`src/rtl/alu_arbiter.sv`:
```
// alu_arbiter: shares one 8-bit ALU between two requesters, holding its inputs ALU_LAT cycles per operation.
// Define ALU_ARB_FIXED_PRIO_EN for fixed priority (requester 0 wins ties) instead of round-robin.
module alu_arbiter #(
  parameter int unsigned ALU_LAT = 1
) (
  input  logic       clk,
  input  logic       reset,
  input  logic       req0,
  input  logic [2:0] op0,
  input  logic [7:0] a0,
  input  logic [7:0] b0,
  input  logic       req1,
  input  logic [2:0] op1,
  input  logic [7:0] a1,
  input  logic [7:0] b1,
  output logic       gnt0,
  output logic       gnt1,
  output logic       rvalid0,
  output logic       rvalid1,
  output logic [7:0] result,
  output logic       err,
  output logic       busy,
  output logic [7:0] alu_in1,
  output logic [7:0] alu_in2,
  output logic [2:0] alu_sel,
  input  logic [7:0] alu_out
);

  typedef enum logic [1:0] {IDLE, EXEC, RESP} state_t;

  typedef struct packed {
    state_t     state;
    logic [3:0] cnt;
    logic       owner;
    logic       err_flag;
    logic       gnt0;
    logic       gnt1;
    logic       rvalid0;
    logic       rvalid1;
    logic [7:0] result;
    logic       err;
    logic       busy;
    logic [7:0] alu_in1;
    logic [7:0] alu_in2;
    logic [2:0] alu_sel;
  } regs_t;

  localparam regs_t      RESET_REGS = '{state: IDLE, default: '0};
  localparam logic [3:0] LAST_CNT   = 4'(ALU_LAT - 1);

  regs_t      r, r_n;
  logic       pick1;
  logic [2:0] op_w;

`ifndef ALU_ARB_FIXED_PRIO_EN
  logic last, last_n;
`endif

  // Winner selection; only meaningful while at least one request is high.
  always_comb begin
`ifdef ALU_ARB_FIXED_PRIO_EN
    pick1 = !req0;
`else
    pick1 = req1 && (!req0 || !last);
`endif
    op_w = pick1 ? op1 : op0;
  end

  always_comb begin
    // NOTE: every field starts from a default, so no path leaves a value unassigned and no latch is inferred.
    r_n         = r;
    r_n.gnt0    = 1'b0;
    r_n.gnt1    = 1'b0;
    r_n.rvalid0 = 1'b0;
    r_n.rvalid1 = 1'b0;
    r_n.err     = 1'b0;
`ifndef ALU_ARB_FIXED_PRIO_EN
    last_n      = last;
`endif

    case (r.state)
      IDLE: begin
        if (req0 || req1) begin
          r_n.owner    = pick1;
          r_n.gnt0     = !pick1;
          r_n.gnt1     = pick1;
          r_n.alu_in1  = pick1 ? a1 : a0;
          r_n.alu_in2  = pick1 ? b1 : b0;
          r_n.err_flag = (op_w > 3'd3);
          r_n.alu_sel  = r_n.err_flag ? 3'd0 : op_w;
          r_n.cnt      = '0;
          r_n.state    = EXEC;
`ifndef ALU_ARB_FIXED_PRIO_EN
          last_n       = pick1;
`endif
        end
      end
      EXEC: begin
        r_n.cnt = r.cnt + 4'd1;
        if (r.cnt == LAST_CNT) begin
          // Unsupported opcodes return zero rather than whatever pass-through the ALU produced.
          r_n.result  = r.err_flag ? 8'h00 : alu_out;
          r_n.err     = r.err_flag;
          r_n.rvalid0 = !r.owner;
          r_n.rvalid1 = r.owner;
          r_n.state   = RESP;
        end
      end
      RESP:    r_n.state = IDLE;
      default: r_n.state = IDLE;
    endcase

    r_n.busy = (r_n.state != IDLE);
  end

  // NOTE: sequential state uses non-blocking assignments so every register samples pre-edge values.
  always_ff @(posedge clk or negedge reset) begin
    if (!reset) r <= RESET_REGS;
    else        r <= r_n;
  end

`ifndef ALU_ARB_FIXED_PRIO_EN
  // Reset value 1 lets requester 0 win the first tie.
  always_ff @(posedge clk or negedge reset) begin
    if (!reset) last <= 1'b1;
    else        last <= last_n;
  end
`endif

  assign gnt0    = r.gnt0;
  assign gnt1    = r.gnt1;
  assign rvalid0 = r.rvalid0;
  assign rvalid1 = r.rvalid1;
  assign result  = r.result;
  assign err     = r.err;
  assign busy    = r.busy;
  assign alu_in1 = r.alu_in1;
  assign alu_in2 = r.alu_in2;
  assign alu_sel = r.alu_sel;

endmodule

```
`config.mk`:
```
export PLATFORM = sky130hd
export DESIGN_NAME = alu_arbiter
export DESIGN_NICKNAME = d
export VERILOG_FILES = /design/src/rtl/alu_arbiter.sv
export SDC_FILE = /design/constraint.sdc
export NUM_CORES = 1
export LEC_CHECK = 0
export BUFFER_PORTS_ARGS = -buffer_cell sky130_fd_sc_hd__buf_2
export CORE_MARGIN = 2
export CORE_UTILIZATION = 45
export CTS_BUF_LIST = sky130_fd_sc_hd__clkbuf_8
export CTS_CLUSTER_DIAMETER = 30
export DETAILED_ROUTE_END_ITERATION = 6
export HOLD_SLACK_MARGIN = 0.08
export PLACE_DENSITY = 0.78
export SYNTH_ARGS = -nofsm -noshare
export SYNTH_HDL_FRONTEND = slang
export SYNTH_SLANG_ARGS = --single-unit
```
`constraint.sdc`:
```
create_clock -name clk -period 1.5 [get_ports clk]
set_input_delay 0.3 -clock clk [delete_from_list [all_inputs] [get_ports clk]]
set_output_delay 0.3 -clock clk [all_outputs]
set_load 0.1 [all_outputs]
```
==> implementation parameters <==
Parameter                              Value

Clock tree
  Number of clock sinks seen by CTS    42
  Clock-pin slew reported for the worst setup and hold paths after clock tree synthesis    80 ps
  Number of H-tree levels    2
  Clock tree root driver cell    sky130_fd_sc_hd__clkbuf_8
  TritonCTS clock tree    done
  Clock Latency Late Sink    290 ps
  Number of buffers added by the clock tree synthesis step    5
  Deepest clock path buffer count    2

Timing
  Min cycle time layout    1445 ps
  Worst max-slew margin expressed relative to the limit    67.14%
  Number of pins exceeding their max-slew limit in the final report    0
  Max Clk Rate    ~690 MHz
  Endpoints failing hold    0
  Final worst clock skew    10.60 ps
  Measured slew at the worst slew-check pin    496.3 ps
  RSZ-0062 raised after global routing    yes
  Final period util    between 90% and 100%
  Endpoints failing setup    0

Routing
  Mean number of vias per cell    5.003
  Total detailed-routing wirelength    between 4000 and 5000 µm
  Vias after detailed routing    approximately 1600
  Drt drc    0
  WL per Instance    14.07 µm
  Final antenna-violating net count    0
  Number of detailed-routing iterations run before antenna repair    4
  Starting DRC count in detailed routing    51

Layout
  Combined flip-flop and latch cell area    0.001052 mm²
  Final-layout fill cell count    368
  Share of post-route cells with drive strength above 1    45.77%
  Final cell area excluding filler cells    between 0.002 and 0.003 mm²
  Combined area of the multi-input logic cells    777.0 µm²
  Number of nets at the end of the flow    311
  Diodes inserted    0
  Number of non-filler instances in the completed layout    312
  Relative area change from synthesis to final layout    23.90%

Logic synthesis
  Netlist area before placement    0.002083 mm²
  Number of warning messages in the yosys log    0
  Most numerous cell in the Yosys netlist    sky130_fd_sc_hd__dfrtp_1
  Primary FF master, synth    sky130_fd_sc_hd__dfrtp_1
  Cells after synthesis    192
  Net Count, Synth    244
  #FFs+latches synth    42
  Post-synth top cells    41 x sky130_fd_sc_hd__dfrtp_1, 28 x sky130_fd_sc_hd__o21ai_0, 27 x sky130_fd_sc_hd__buf_4
  Number of enable flip-flop cells after synthesis    0
  Count of different cell masters after synthesis    30
  Proportion of netlist area held by the largest area contributor    about 49%
  Seq/Total Area, Yosys    just over 50%
  Largest area contributor in the netlist    sky130_fd_sc_hd__dfrtp_1
  Async set-reset flop share out of synthesis    100.0%
  Average cell area after synthesis    10.85 µm²
  Most area-consuming cells after synthesis    sky130_fd_sc_hd__dfrtp_1 49%, sky130_fd_sc_hd__buf_4 9.7%, sky130_fd_sc_hd__mux2i_1 7.2%

Critical path
  Worst-path cell with the longest stage delay    sky130_fd_sc_hd__dfrtp_1
  Gate family responsible for the most delay along the worst path    flip-flops
  Worst stage delay on the critical path    400 ps
  Critical R2R Launch    r[36]$_DFFE_PN0P_
  Crit path required time    1680 ps
  Maximum fanout count along the critical path    5
  Critical path launch point type    register
  CP Cell Sequence    inv_2 -> ha_4 -> nor3b_4 -> nand2_2 -> mux2_4
  Worst path arrival time    around 1600 ps
  Number of buffer and inverter stages on the critical path    1
  Critical Path Sink Type    register
  Worst setup path start    r[36]$_DFFE_PN0P_
  WS Path Type    register to register

Floorplan
  Number of standard-cell rows in the floorplan    24
  DIE HEIGHT    72.04 µm
  Die outline width    around 72 µm
  Std-Cell Core Area    0.004414 mm²
  Die Footprint    0.005190 mm²
  I/O pin count    83
  Effective utilization at floorplan    47.19%

Run status
  Outcome    completed

Placement
  HPWL after detailed placement    3086 µm
  # placed instances    299
  Weighted congestion at the end of routability-driven global placement    0.7120
  Instance area at placement    0.002401 mm²
  Quantity of I/O buffers inserted on ports    82

Hold path
  Worst hold path class    input port to register
  Hold Path Origin    b1[0]

Global route
  Pin count of the biggest net entering global routing    43
  Total Routing Usage GR    17.35%
  Vias in the first global route    ~1500
  Overflow left after global routing    0
  First-pass GRT wire length    7010 µm
  Antenna violations before repair    0

Job
  Max_cap viols    0
-- metrics by stage --
step	util [%]	worst slack [ps]	hold slack (ps)	TNS (ps)
2_1_floorplan	-	10.11	4.409	0
3_3_place_gp	54.39	113.6	286.8	0
3_5_place_dp	54.39	34.67	291.4	0
4_1_cts	57.03	34.67	230.7	0
5_1_grt	58.48	-9.012	236.6	-9.012
6_report	58.48	55.09	239.9	0
-- worst paths after layout --
| check | endpoint | slack [ps] | depth (start not counted) |
|---|---|---|---|
| min in group asynchronous | alu_in1[5]$_DFFE_PN0P_ | 510 | 3 |
| setup reg to reg | result[4]$_DFFE_PN0P_ | 60 | 5 |
| setup / recovery | result[4]$_DFFE_PN0P_ | 60 | 5 |
| hold / removal | alu_in2[0]$_DFFE_PN0P_ | 240 | 2 |
| hold reg to reg | rvalid0$_DFF_PN0_ | 480 | 1 |
| max in group asynchronous | last$_DFFE_PN1P_ | 730 | 3 |
-- placed cells by master (no fill, tap or decap) --
master,count
sky130_fd_sc_hd__nor2b_1,13
sky130_fd_sc_hd__buf_4,12
sky130_fd_sc_hd__nand2_2,2
sky130_fd_sc_hd__ha_4,1
sky130_fd_sc_hd__a21boi_2,1
sky130_fd_sc_hd__dfrtp_1,41
sky130_fd_sc_hd__xnor2_1,1
sky130_fd_sc_hd__ha_1,1
sky130_fd_sc_hd__mux2_2,7
sky130_fd_sc_hd__nand4_1,1
sky130_fd_sc_hd__nand3b_1,1
sky130_fd_sc_hd__or2_1,1
sky130_fd_sc_hd__nor2_1,6
sky130_fd_sc_hd__a221o_1,5
sky130_fd_sc_hd__inv_2,2
sky130_fd_sc_hd__or2_4,1
sky130_fd_sc_hd__nand2b_1,2
sky130_fd_sc_hd__clkbuf_8,5
sky130_fd_sc_hd__mux2i_1,15
sky130_fd_sc_hd__dlygate4sd3_1,1
sky130_fd_sc_hd__nand2_1,2
sky130_fd_sc_hd__xor2_1,1
sky130_fd_sc_hd__nor3b_4,1
sky130_fd_sc_hd__inv_1,8
sky130_fd_sc_hd__nor4_1,5
sky130_fd_sc_hd__o21ai_0,28
sky130_fd_sc_hd__o31ai_1,3
sky130_fd_sc_hd__and3_1,2
sky130_fd_sc_hd__a21o_1,2
sky130_fd_sc_hd__dfstp_2,1
sky130_fd_sc_hd__and2_1,1
sky130_fd_sc_hd__bufinv_16,1
sky130_fd_sc_hd__buf_2,82
sky130_fd_sc_hd__mux2_4,1
sky130_fd_sc_hd__buf_12,2
sky130_fd_sc_hd__a21oi_1,1
-- state kept, by name (all words and copies together), names as in the netlist --
signal,cells
rvalid0,1
gnt0,1
result,8
busy,1
alu_in1,8
err,1
r,8
rvalid1,1
last,1
alu_sel,3
alu_in2,8
gnt1,1
-- cell type report --
type | count | area share [%]
timing repair buffer | 97 | 21.33
clock inverter | 3 | 1.454
clock buffer | 5 | 2.666
inverter | 8 | 1.163
multi-input combinational | 105 | 30.10
tap | 52 | 2.521
sequential | 42 | 40.77
-- logic make-up after synthesis --
family / count (synthesis) / share of synthesized area [%]
muxes: 23 / 11.53
AOI/OAI and AO/OA: 40 / 11.53
and+or+nand+nor: 37 / 10.27
adders and majority gates: 2 / 1.201
DFF: 42 / 50.51
buffers and inverters: 46 / 14.11
xor gates and xnor gates: 2 / 0.8410
-- repair_timing --
action / 4_1_cts / 5_1_grt
setup buffers: 0 / 3
endpoints found under the setup margin: 0 / 9
hold buffers: 1 / 0
gates resized for setup: 0 / 7
hold endpoints to repair: 41 / 0
-- layer usage --
layer | track usage, % | part of all wire, %
met1 | 22.39 | 45
met2 | 29.42 | 49
met3 | 3.056 | 4.3
met4 | 6.289 | 1.5
met5 | 0 | 0
Power is not shown: default switching activity piles up to over one toggle a cycle in this logic, so the estimate is an artifact.
